## src/rtl/pwm_cmd_if.sv

```systemverilog
// Command and PWM output bundle between the SPI word receiver and pwm_cmd_engine.
// cmd_valid is a single-cycle strobe qualifying cmd_data; there is no ready, every strobed word is consumed.
interface pwm_cmd_if #(
   parameter int NCH = 3
);
   logic            cmd_valid;
   logic [31:0]     cmd_data;
   logic [NCH-1:0]  pwm_out;
   logic            period_start;
   logic            cmd_err;

   modport master (
      output cmd_valid,
      output cmd_data,
      input  pwm_out,
      input  period_start,
      input  cmd_err
   );

   modport slave (
      input  cmd_valid,
      input  cmd_data,
      output pwm_out,
      output period_start,
      output cmd_err
   );
endinterface

```

## src/rtl/pwm_cmd_engine.sv

```systemverilog
// Register-write decoder feeding a three-channel PWM with a shared prescaled period counter.
// Duty and period are double-buffered and only take effect at a period boundary or on a sync command.
module pwm_cmd_engine #(
   parameter int WIDTH = 8,
   parameter int NCH   = 3
) (
   input logic         clk,
   input logic         rst,
   pwm_cmd_if.slave    bus
);

   localparam logic [WIDTH-1:0] ONE = {{(WIDTH-1){1'b0}}, 1'b1};

   logic [NCH-1:0][WIDTH-1:0] duty_q, duty_d;
   logic [NCH-1:0][WIDTH-1:0] duty_sh_q, duty_sh_d;
   logic [WIDTH-1:0]          period_q, period_d;
   logic [WIDTH-1:0]          period_sh_q, period_sh_d;
   logic [WIDTH-1:0]          presc_q, presc_d;
   logic [WIDTH-1:0]          pcnt_q, pcnt_d;
   logic [WIDTH-1:0]          cnt_q, cnt_d;
   logic [NCH-1:0]            en_q, en_d;
   logic [NCH-1:0]            pol_q, pol_d;
   logic [NCH-1:0]            pwm_q, pwm_d;
   logic                      sync_q, sync_d;
   logic                      zero_q, zero_d;
   logic                      period_start_q, period_start_d;
   logic                      cmd_err_q, cmd_err_d;

   logic [3:0]                addr;
   logic [WIDTH-1:0]          wdata;
   logic                      tick;
   logic                      wrap;
   logic                      unused_cmd_bits;

   assign addr            = bus.cmd_data[31:28];
   assign wdata           = bus.cmd_data[WIDTH-1:0];
   assign unused_cmd_bits = ^bus.cmd_data[27:WIDTH];
   assign tick            = (pcnt_q == presc_q);
   assign wrap            = tick && (cnt_q == period_sh_q);

   always_comb begin
      duty_d         = duty_q;
      duty_sh_d      = duty_sh_q;
      period_d       = period_q;
      period_sh_d    = period_sh_q;
      presc_d        = presc_q;
      pcnt_d         = pcnt_q;
      cnt_d          = cnt_q;
      en_d           = en_q;
      pol_d          = pol_q;
      pwm_d          = pwm_q;
      sync_d         = 1'b0;
      zero_d         = 1'b0;
      period_start_d = zero_q;
      cmd_err_d      = 1'b0;

      // A pending sync restarts the period exactly like a wrap, regardless of the prescaler phase.
      if (sync_q || wrap) begin
         cnt_d       = '0;
         pcnt_d      = '0;
         duty_sh_d   = duty_q;
         period_sh_d = period_q;
         zero_d      = 1'b1;
      end else if (tick) begin
         pcnt_d = '0;
         cnt_d  = cnt_q + ONE;
      end else begin
         pcnt_d = pcnt_q + ONE;
      end

      for (int i = 0; i < NCH; i++) begin
         pwm_d[i] = en_q[i] ? ((cnt_q < duty_sh_q[i]) ^ pol_q[i]) : pol_q[i];
      end

      // Register writes land after the counter update so a prescaler write wins the pcnt clear.
      if (bus.cmd_valid) begin
         case (addr)
            4'h0:    duty_d[0] = wdata;
            4'h1:    duty_d[1] = wdata;
            4'h2:    duty_d[2] = wdata;
            4'h3:    period_d  = wdata;
            4'h4: begin
               presc_d = wdata;
               pcnt_d  = '0;
            end
            4'h5:    en_d      = wdata[NCH-1:0];
            4'h6:    pol_d     = wdata[NCH-1:0];
            4'h7:    sync_d    = 1'b1;
            default: cmd_err_d = 1'b1;
         endcase
      end
   end

   always_ff @(posedge clk or posedge rst) begin
      if (rst) begin
         duty_q         <= '0;
         duty_sh_q      <= '0;
         period_q       <= '1;
         period_sh_q    <= '1;
         presc_q        <= '0;
         pcnt_q         <= '0;
         cnt_q          <= '0;
         en_q           <= '0;
         pol_q          <= '0;
         pwm_q          <= '0;
         sync_q         <= 1'b0;
         zero_q         <= 1'b0;
         period_start_q <= 1'b0;
         cmd_err_q      <= 1'b0;
      end else begin
         duty_q         <= duty_d;
         duty_sh_q      <= duty_sh_d;
         period_q       <= period_d;
         period_sh_q    <= period_sh_d;
         presc_q        <= presc_d;
         pcnt_q         <= pcnt_d;
         cnt_q          <= cnt_d;
         en_q           <= en_d;
         pol_q          <= pol_d;
         pwm_q          <= pwm_d;
         sync_q         <= sync_d;
         zero_q         <= zero_d;
         period_start_q <= period_start_d;
         cmd_err_q      <= cmd_err_d;
      end
   end

   assign bus.pwm_out      = pwm_q;
   assign bus.period_start = period_start_q;
   assign bus.cmd_err      = cmd_err_q;

endmodule

```

## src/flat_wrapper.sv

```systemverilog
// flat-port wrapper written by rule: the top's interface ports become plain ports
module pwm_cmd_engine_flat 
#(
   parameter int WIDTH = 8,
   parameter int NCH   = 3
)
  (clk, rst, bus_cmd_valid, bus_cmd_data, bus_pwm_out, bus_period_start, bus_cmd_err);
  pwm_cmd_if #(.NCH(NCH)) bus_i ();
  input logic clk;
  input logic rst;
  input wire logic [$bits(bus_i.cmd_valid)-1:0] bus_cmd_valid;
  input wire logic [$bits(bus_i.cmd_data)-1:0] bus_cmd_data;
  output wire logic [$bits(bus_i.pwm_out)-1:0] bus_pwm_out;
  output wire logic [$bits(bus_i.period_start)-1:0] bus_period_start;
  output wire logic [$bits(bus_i.cmd_err)-1:0] bus_cmd_err;
  assign bus_i.cmd_valid = bus_cmd_valid;
  assign bus_i.cmd_data = bus_cmd_data;
  assign bus_pwm_out = bus_i.pwm_out;
  assign bus_period_start = bus_i.period_start;
  assign bus_cmd_err = bus_i.cmd_err;
  pwm_cmd_engine #(.WIDTH(WIDTH), .NCH(NCH)) u_core (.clk(clk), .rst(rst), .bus(bus_i));
endmodule
```

## config.mk

```make
export PLATFORM = sky130hd
export DESIGN_NAME = pwm_cmd_engine_flat
export DESIGN_NICKNAME = d
export VERILOG_FILES = /design/src/rtl/pwm_cmd_if.sv /design/src/rtl/pwm_cmd_engine.sv /design/src/flat_wrapper.sv
export SDC_FILE = /design/constraint.sdc
export NUM_CORES = 1
export LEC_CHECK = 0
export CAP_MARGIN = 30
export CORE_MARGIN = 2
export CORE_UTILIZATION = 25
export CTS_CLUSTER_DIAMETER = 120
export DETAILED_ROUTE_END_ITERATION = 8
export PLACE_DENSITY = 0.48
export SLEW_MARGIN = 10
export SYNTH_ARGS = -nofsm -noshare
export SYNTH_HDL_FRONTEND = slang
export SYNTH_SLANG_ARGS = --single-unit
export TNS_END_PERCENT = 100
```

## constraint.sdc

```tcl
create_clock -name clk -period 8.55 [get_ports clk]
set_clock_uncertainty 0.15 [all_clocks]
set_input_delay 2.565 -clock clk [delete_from_list [all_inputs] [get_ports clk]]
set_output_delay 2.565 -clock clk [all_outputs]
set_load 0.05 [all_outputs]
```

==> metrics.csv, run 1 <==
metric,value,unit
Hold Path Stages,0,
"area leader, netlist",dfrtp_1,
post-CTS sizing,0,
VDD IR max,0.0000967,V
max frequency,229,MHz
Seq cells post-synth,101,
Critical Path RT,8.63,ns
Pre-antenna DRT Iters,4,
Total Die Area,20800,sq um
most common cell in the netlist,dfrtp_1,
initial core utilization,0.254,
placed inst area,5400,sq um
initial drt markers,106,
Clock transition at path regs,0.06,ns
final instance area,5700,sq um
I/O pins,40,
WL per Instance,15.0,um
Most common cell on crit path,nor2_1,
fraction of layout cells with a size suffix above 1,0.295,
floorplan row count,51,
first-pass GRT wire length,16.9,mm
initial antenna violation count,0,
Layout Nets,466,
final worst-path cycle share,0.512,
Vias/cell,4.27,
Worst-Margin Slew,0.931,ns
RSZ-0062 raised after global routing,no,
Post-DP HPWL,6.92,mm
Min-Delay Startpoint,u_core.period_start_d$_DFF_PP0_,
WS Path Type,input pin to register,
post-synthesis sequential area ratio,0.519,
Worst path max stage delay,0.74,ns
area delta synth->final,16.3,%
Buf/Inv on CP,1,
max_cap viols,0,
Hold Path End,u_core.bus.period_start$_DFF_PP0_,
root cell of the clock tree,clkbuf_16,
syn avg cell area,12.8,sq um
R2R Path End,u_core.duty_sh_q[15]$_DFFE_PP0N_,
Pwr per Cell Area,285,nW/um^2
Final ANT Viol Nets,0,
Syn Std Cell Area,4900,sq um
status,"complete, no violations",
vias in the first global route,3116,
worst-path fanout max,9,
GRT overflow,0,
"wirelength, routed",10.1,mm
final slew viol count,0,
"Slowest-stage cell, CP",nor3_2,
"EDFF count, synth",0,
Die Span X,144,um
synth top area cells,"dfrtp_1 43%, mux2_2 11%, mux2_4 8.9%, dfstp_2 8.6%, ha_1 5.9%",
"Min Clock Period, post-route",4.38,ns
"reg-to-reg slack, setup",5.64,ns
Worst-Skew Late Latency,0.35,ns
cell chain of the critical path,clkdlybuf4s50_1 -> nand3b_1 -> nor3_2 -> nor2_1 -> nand2_1 -> nor2_1,
final design utilization,0.295,
CTS tree,yes,
Synth top area share,0.434,
Gate Count Post-Synth,382,
Leakage Power,2.56,nW
cts hold-fix bufs,0,
final hold violations,0,
deepest clock path buffer count,2,
total track usage,0.110,
Rel. slew slack,0.376,
setup TNS,0,ns
"Net Count, Synth",440,
H-Tree Level Count,3,
synth cell count leaders,"85 x dfrtp_1, 47 x mux2_2, 29 x mux2_4",
Worst Hold Class,register to register,
Startpoint Class,input pin,
# port buffers,19,
clk sinks,101,
# setup viols final,0,
Synth async-reset ratio,1.00,
Hold Slack,0.210,ns
largest net degree at the start of global routing,76,
Worst setup EP type,register,
Post-synth top flop,dfrtp_1,
post-synth cell types,36,
Top delay family on crit path,simple AND/OR/NAND/NOR gates,
Worst Path Arrival,4.45,ns
FILL cells,1959,
vias,2894,
Post-CTS Setup Bufs,0,
routability cong.,0.696,
Num CTS Buffers,9,
YS warnings,0,
reg2reg path depth,6,
Residual DRC,0,
core area,19300,sq um
n_diodes,0,
Reg-to-Reg Start,u_core.cnt_q[2]$_DFFE_PP0P_,
Die Y-Extent,144,um
worst reg2reg max path, stage by stage (launching register included):
cell,delay (ns)
dfrtp_1,0.54
xnor2_1,0.20
nand4_1,0.18
nor2_1,0.17
a21oi_4,0.73
buf_4,0.46
mux2_1,0.36
per-stage QoR:
| step | power [mW] | worst slack (ns) | instances |
|---|---|---|---|
| 2_1_floorplan | 1.12 | 3.21 | 382 |
| 3_3_place_gp | 1.23 | 3.89 | 661 |
| 3_5_place_dp | 1.24 | 3.82 | 661 |
| 4_1_cts | 1.65 | 4.19 | 677 |
| 5_1_grt | 1.75 | 3.99 | 678 |
| 6_report | 1.62 | 4.17 | 678 |
kinds of logic (layout without fill, tap and decap cells):
logic type      count (synthesis)  in the layout  share of synthesized area
simple gates                   86             86                     0.0980
buf+inv                        35             66                     0.0314
flops                         101            101                      0.519
compound gates                 36             36                     0.0497
xor+xnor                       22             22                     0.0393
fa+ha+maj                      23             23                     0.0587
mux                            79             79                      0.204
per-layer routing:
| metal | wire length, um | share of wire | global-route usage | vias to the layer above |
|---|---|---|---|---|
| li1 | - | - | - | 1397 |
| met1 | 4740 | 0.47 | 0.139 | 1450 |
| met2 | 4850 | 0.48 | 0.177 | 34 |
| met3 | 348 | 0.034 | 0.0301 | 13 |
| met4 | 198 | 0.020 | 0.0449 | 0 |
| met5 | 0 | 0 | 0 | - |
layout by cell type (no fill, tap or decap), types with 2 or more instances in the layout:
cell type	n
dfrtp_1	85
mux2_2	47
mux2_4	29
inv_1	27
ha_1	23
nand2_1	20
clkdlybuf4s50_1	19
dfstp_2	16
a21oi_1	14
xor2_1	12
nor2_1	12
xnor2_1	10
clkbuf_16	9
nand3b_1	8
nand3_1	8
and3_1	7
o21ai_0	7
or2_2	6
or3_1	6
nand4_1	5
a2bb2oi_1	4
nor3b_1	3
nand2b_1	3
nor2b_1	3
a2111oi_0	3
o211a_1	3
mux2_1	3
clkbuf_8	3
nor4_2	2
clkinv_2	2
buf_4	2
state kept, by name, summed over array words and instances (netlist names), 3 cells and up:
register            cells
u_core.duty_sh_q       24
u_core.pcnt_q           8
u_core.pol_q            3
u_core.en_q             3
u_core.presc_q          8
u_core.period_sh_q      8
u_core.period_q         8
u_core.cnt_q            8
u_core.bus.pwm_out      3
u_core.duty_q          24
power by group:
group          internal, mW  total, mW  switching [mW]
Sequential            0.647      0.751           0.105
Combinational         0.268      0.473           0.205
Clock                 0.221      0.399           0.178
Total                  1.14       1.62           0.488
cell type report:
cell class	instances	area (sq um)	area share
Tap cell	265	332	0.0581
Multi-Input combinational cell	246	2200	0.386
Sequential cell	101	2550	0.447
Inverter	28	108	0.0189
Clock inverter	3	18.8	0.00329
Timing Repair Buffer	22	225	0.0395
Clock buffer	13	270	0.0474
worst max path at each step:
stage	slack [ns]	startpoint	cells after the start	endpoint
global route	3.99	bus_cmd_data[31]	6	u_core.pcnt_q[6]$_DFF_PP0_
CTS	4.19	bus_cmd_data[31]	6	u_core.pcnt_q[6]$_DFF_PP0_
floorplan	3.21	rst	1	u_core.bus.cmd_err$_DFF_PP0_
detailed placement	3.82	bus_cmd_data[31]	6	u_core.pcnt_q[6]$_DFF_PP0_
global placement	3.89	bus_cmd_data[31]	6	u_core.pcnt_q[3]$_DFF_PP0_
finish	4.17	bus_cmd_data[31]	6	u_core.pcnt_q[6]$_DFF_PP0_
Power figures use the tool's default switching activity.
==> run 2: changes to the inputs <==
--- a/config.mk
+++ b/config.mk
@@ -10,7 +10,7 @@
 export CORE_UTILIZATION = 25
 export CTS_CLUSTER_DIAMETER = 120
 export DETAILED_ROUTE_END_ITERATION = 8
-export PLACE_DENSITY = 0.48
+export PLACE_DENSITY = 0.49
 export SLEW_MARGIN = 10
 export SYNTH_ARGS = -nofsm -noshare
 export SYNTH_HDL_FRONTEND = slang
==> constraint.sdc (replaced) <==
create_clock -name clk -period 3.7 [get_ports clk]
set_clock_uncertainty 0.15 [all_clocks]
set_input_delay 1.11 -clock clk [delete_from_list [all_inputs] [get_ports clk]]
set_output_delay 1.11 -clock clk [all_outputs]
set_load 0.05 [all_outputs]
==> metrics.csv, run 2 (same netlist as run 1, synthesis figures left out) <==
metric,value,unit,change
status,"complete, no violations",,
GRT overflow,0,,unchanged
Multi-input gate area,2200,sq um,unchanged
Leakage Power,2.57,nW,+0.44%
n_diodes,0,,unchanged
Gate power share,0.286,,-0.005
Post-DP HPWL,7.06,mm,+2.1%
Worst path max stage delay,0.57,ns,-0.17 ns
root cell of the clock tree,clkbuf_16,,
post-CTS sizing,0,,unchanged
vias in the first global route,3086,,-0.96%
# port buffers,19,,unchanged
largest net degree at the start of global routing,61,,-20%
initial drt markers,128,,+21%
FILL cells,1953,,-0.31%
first-pass GRT wire length,17.2,mm,+1.9%
area delta synth->final,17.2,%,
most frequent cells in the layout,"85 x dfrtp_1, 47 x mux2_2, 29 x mux2_4",,
WS Path Type,input pin to register,,
Post-CTS Setup Bufs,0,,unchanged
deepest clock path buffer count,2,,unchanged
Layout Nets,468,,+0.43%
Worst Hold Class,register to register,,
register share of total power,0.451,,-0.012
"Min Clock Period, post-route",2.97,ns,
cell-internal power,2.72,mW,+140%
FF/Latch Area,2550,sq um,unchanged
Total Die Area,20800,sq um,unchanged
Critical Path RT,3.82,ns,-4.81 ns
routability cong.,0.781,,+12%
max frequency,336,MHz,
Worst-Margin Slew,0.895,ns,-0.0362 ns
final hold violations,0,,unchanged
Die Span X,144,um,unchanged
max_cap viols,0,,unchanged
fraction of layout cells with a size suffix above 1,0.297,,+0.00170
RSZ-0062 raised after global routing,no,,
part of the power in the clock network,0.263,,+0.017
Residual DRC,0,,unchanged
setup TNS,0,ns,unchanged
core area,19300,sq um,unchanged
total track usage,0.111,,+0.00168
Num CTS Buffers,9,,unchanged
Largest regs,"u_core.duty_q x24, u_core.duty_sh_q x24",,
"wirelength, routed",10.3,mm,+1.6%
CTS tree,yes,,
Tot Pwr,3.86,mW,+140%
floorplan row count,51,,unchanged
Worst Path Arrival,3.10,ns,-1.35 ns
P_sw,1.14,mW,+130%
"commonest non-fill, non-tap cell in the layout",dfrtp_1,,
WL per Instance,15.2,um,+1.5%
Rel. slew slack,0.402,,+0.0262
cts hold-fix bufs,0,,unchanged
Clock transition at path regs,0.06,ns,about the same
initial core utilization,0.254,,unchanged
vias,2923,,+1.0%
cell chain of the critical path,clkdlybuf4s50_1 -> nor3b_1 -> and3_1 -> mux2_2,,
worst-path fanout max,8,,-1
final worst-path cycle share,0.804,,
Startpoint Class,input pin,,
# setup viols final,0,,unchanged
initial antenna violation count,0,,unchanged
H-Tree Level Count,3,,unchanged
Worst setup EP type,register,,
Pre-antenna DRT Iters,4,,unchanged
final slew viol count,0,,unchanged
Pwr per Cell Area,671,nW/um^2,+140%
"Slowest-stage cell, CP",and3_1,,
Final ANT Viol Nets,0,,unchanged
I/O pins,40,,unchanged
Die Y-Extent,144,um,unchanged
clk sinks,101,,unchanged
Vias/cell,4.30,,+0.85%
Worst-Skew Late Latency,0.35,ns,about the same
VDD IR max,0.000205,V,+110%
Sw Share,0.294,,-0.00607
run 2: area by class of cell:
cell class	instances	share of cell area
Timing Repair Buffer	24	0.0418
Sequential cell	101	0.443
Tap cell	265	0.0577
Inverter	28	0.0189
Multi-Input combinational cell	246	0.383
Clock inverter	4	0.0126
Clock buffer	11	0.0422
run 2: power groups by stage:
stage	Clock (mW)	Combinational, mW	Sequential (mW)
3_3_place_gp	0	1.08	1.75
5_1_grt	1.10	1.24	1.79
2_1_floorplan	0	0.832	1.75
6_report	1.02	1.10	1.74
4_1_cts	1.06	1.12	1.74
3_5_place_dp	0	1.11	1.76
run 2: final timing paths:
kind | start | endpoint | slack, ns | cells past startpoint
max | bus_cmd_valid | u_core.period_q[4]$_DFFE_PP1P_ | 0.73 | 4
min | u_core.period_start_d$_DFF_PP0_ | u_core.bus.period_start$_DFF_PP0_ | 0.22 | 0
max reg2reg | u_core.cnt_q[2]$_DFFE_PP0P_ | u_core.duty_sh_q[23]$_DFFE_PP0N_ | 0.76 | 6
min reg2reg | u_core.period_start_d$_DFF_PP0_ | u_core.bus.period_start$_DFF_PP0_ | 0.22 | 0
max in group asynchronous | rst | u_core.period_q[6]$_DFFE_PP1P_ | 1.66 | 3
min in group asynchronous | rst | u_core.presc_q[4]$_DFFE_PP0P_ | 1.01 | 2
run 2: worst max-delay path, delay by kind of cell:
family        cells  cell delay, ns
buf+inv           1            0.49
mux               1            0.39
simple gates      2            1.10
run 2: metal layers:
metal / track usage / wire length (um) / part of all wire
met1: 0.143 / 4850 / 0.47
met2: 0.175 / 4900 / 0.48
met3: 0.0348 / 325 / 0.032
met4: 0.0423 / 225 / 0.022
met5: 0 / 0 / 0
run 2: stage by stage:
stage	worst slack, ns	util	std cells	cell area, sq um	hold WS (ns)
2_1_floorplan	1.22	-	382	4910	0.181
3_3_place_gp	0.435	0.281	664	5430	0.187
3_5_place_dp	0.399	0.281	664	5430	0.189
4_1_cts	0.673	0.297	679	5750	0.219
5_1_grt	0.556	0.297	679	5750	0.223
6_report	0.726	0.297	679	5750	0.220
==> run 3: changes to the inputs <==
--- a/config.mk
+++ b/config.mk
@@ -10,7 +10,7 @@
 export CORE_UTILIZATION = 25
 export CTS_CLUSTER_DIAMETER = 120
 export DETAILED_ROUTE_END_ITERATION = 8
-export PLACE_DENSITY = 0.49
+export PLACE_DENSITY = 0.48
 export SLEW_MARGIN = 10
 export SYNTH_ARGS = -nofsm -noshare
 export SYNTH_HDL_FRONTEND = slang
==> constraint.sdc (replaced) <==
create_clock -name clk -period 2.83 [get_ports clk]
set_clock_uncertainty 0.15 [all_clocks]
set_input_delay 0.849 -clock clk [delete_from_list [all_inputs] [get_ports clk]]
set_output_delay 0.849 -clock clk [all_outputs]
set_load 0.05 [all_outputs]
==> metrics.csv, run 3 (same netlist as run 1, synthesis figures left out) <==
metric,value,unit,change
status,"complete, no violations",,
final slew viol count,0,,unchanged
"reg-to-reg slack, setup",0.56,ns,-0.20 ns
R2R Path End,u_core.duty_sh_q[19]$_DFFE_PP0N_,,
floorplan row count,51,,unchanged
Clock transition at path regs,0.07,ns,about the same
worst-path fanout max,8,,unchanged
total track usage,0.111,,-0.000572
final design utilization,0.298,,+0.000776
vias,2956,,+1.1%
Worst-Skew Late Latency,0.35,ns,about the same
initial drt markers,113,,-12%
grt met1 use,0.141,,-0.00246
most frequent cells in the layout,"85 x dfrtp_1, 47 x mux2_2, 29 x mux2_4",,
WS Path Type,input pin to register,,
GRT overflow,0,,unchanged
"commonest non-fill, non-tap cell in the layout",dfrtp_1,,
Hold Slack,0.209,ns,-0.0111 ns
Largest regs,"u_core.duty_q x24, u_core.duty_sh_q x24",,
Die Span X,144,um,unchanged
Tot Pwr,4.87,mW,+26%
met3 layer usage reported by global route,0.0348,,unchanged
Post-CTS Setup Bufs,0,,unchanged
routability cong.,0.695,,-11%
H-Tree Level Count,3,,unchanged
met2 Use GR,0.181,,+0.00576
n_diodes,0,,unchanged
Reg-to-Reg Start,u_core.cnt_q[4]$_DFFE_PP0P_,,
clk sinks,101,,unchanged
Rel. slew slack,0.630,,+0.228
initial antenna violation count,0,,unchanged
Final ANT Viol Nets,0,,unchanged
first-pass GRT wire length,17.2,mm,+0.16%
# setup viols final,0,,unchanged
max frequency,402,MHz,
Worst setup EP type,register,,
Startpoint Class,input pin,,
Critical Path RT,2.91,ns,-0.91 ns
Hold Path Stages,0,,unchanged
Pwr per Cell Area,846,nW/um^2,+26%
post-CTS sizing,0,,unchanged
Layout Nets,473,,+1.1%
Pre-antenna DRT Iters,4,,unchanged
Worst Hold Class,register to register,,
"wirelength, routed",10.2,mm,-1.1%
"Min Clock Period, post-route",2.49,ns,
max_cap viols,0,,unchanged
Die Y-Extent,144,um,unchanged
Leakage Power,2.58,nW,+0.32%
vias in the first global route,3130,,+1.4%
Worst Path Arrival,2.57,ns,-0.53 ns
root cell of the clock tree,clkbuf_16,,
Worst-Margin Slew,0.555,ns,-0.340 ns
RSZ-0062 raised after global routing,no,,
final worst-path cycle share,0.880,,
WL per Instance,14.9,um,-1.9%
GRT busiest layer,met2,,
VDD IR max,0.000280,V,+37%
Vias/cell,4.32,,+0.24%
final cell count without fillers,685,,+0.88%
setup TNS,0,ns,unchanged
CTS tree,yes,,
initial core utilization,0.254,,unchanged
Hold Path End,u_core.bus.period_start$_DFF_PP0_,,
area delta synth->final,17.5,%,
fraction of layout cells with a size suffix above 1,0.305,,+0.00766
reg2reg path depth,6,,unchanged
cts hold-fix bufs,0,,unchanged
Post-DP HPWL,6.83,mm,-3.3%
# port buffers,19,,unchanged
Num CTS Buffers,9,,unchanged
final hold violations,0,,unchanged
Residual DRC,0,,unchanged
I/O pins,40,,unchanged
largest net degree at the start of global routing,102,,+67%
core area,19300,sq um,unchanged
Min-Delay Startpoint,u_core.period_start_d$_DFF_PP0_,,
deepest clock path buffer count,2,,unchanged
Total Die Area,20800,sq um,unchanged
Cells after DPL,669,,+0.75%
FILL cells,1953,,unchanged
==> run 3: changes by cell type in the layout (fill, tap and decap cells not counted) <==
| cell | before | now |
|---|---|---|
| clkinvlp_4 | 2 | 3 |
| bufinv_16 | 2 | 0 |
| clkbuf_8 | 1 | 2 |
| buf_12 | 1 | 2 |
| clkbuf_1 | 1 | 2 |
| buf_4 | 4 | 8 |
==> run 3: report_power, final <==
group | switching [mW] | internal [mW]
registers | 0.318 | 1.95
logic | 0.618 | 0.813
clock network | 0.527 | 0.644
==> run 3: metrics by stage <==
stage / setup slack, ns / instance area (sq um)
4_1_cts: 0.331 / 5760
5_1_grt: 0.201 / 5760
3_5_place_dp: -0.0437 / 5480
3_3_place_gp: 0.0204 / 5480
6_report: 0.340 / 5760
2_1_floorplan: 0.615 / 4910
==> run 3: cell type report <==
| class | count | area, sq um | share of cell area |
|---|---|---|---|
| flip-flops and latches | 101 | 2550 | 0.442 |
| multi-input cells | 246 | 2200 | 0.382 |
| well taps | 265 | 332 | 0.0575 |
| repair buffers | 29 | 290 | 0.0504 |
| clock buffers | 13 | 260 | 0.0452 |
| inverters | 28 | 109 | 0.0189 |
| clock inverters | 3 | 20.0 | 0.00347 |
==> run 3: how the worst max path moves through the flow <==
stage | from | cells past startpoint | slack [ns] | endpoint
2_1_floorplan | bus_cmd_data[31] | 4 | 0.61 | u_core.period_q[0]$_DFFE_PP1P_
5_1_grt | bus_cmd_valid | 4 | 0.20 | u_core.duty_q[0]$_DFFE_PP0P_
3_5_place_dp | bus_cmd_valid | 4 | -0.04 | u_core.duty_q[6]$_DFFE_PP0P_
6_report | bus_cmd_valid | 4 | 0.34 | u_core.duty_q[5]$_DFFE_PP0P_
3_3_place_gp | bus_cmd_valid | 4 | 0.02 | u_core.duty_q[6]$_DFFE_PP0P_
4_1_cts | bus_cmd_valid | 4 | 0.33 | u_core.duty_q[6]$_DFFE_PP0P_
==> run 3: per-layer routing <==
layer,vias up,part of all wire
met5,-,0
met4,0,0.014
met3,8,0.035
met2,34,0.48
met1,1516,0.47
li1,1398,-
==> run 3: critical path, cell delays in order <==
cell and delay, ns:
clkdlybuf4s50_1 0.49, nor3b_1 0.41, nand2_1 0.42, mux2_2 0.39
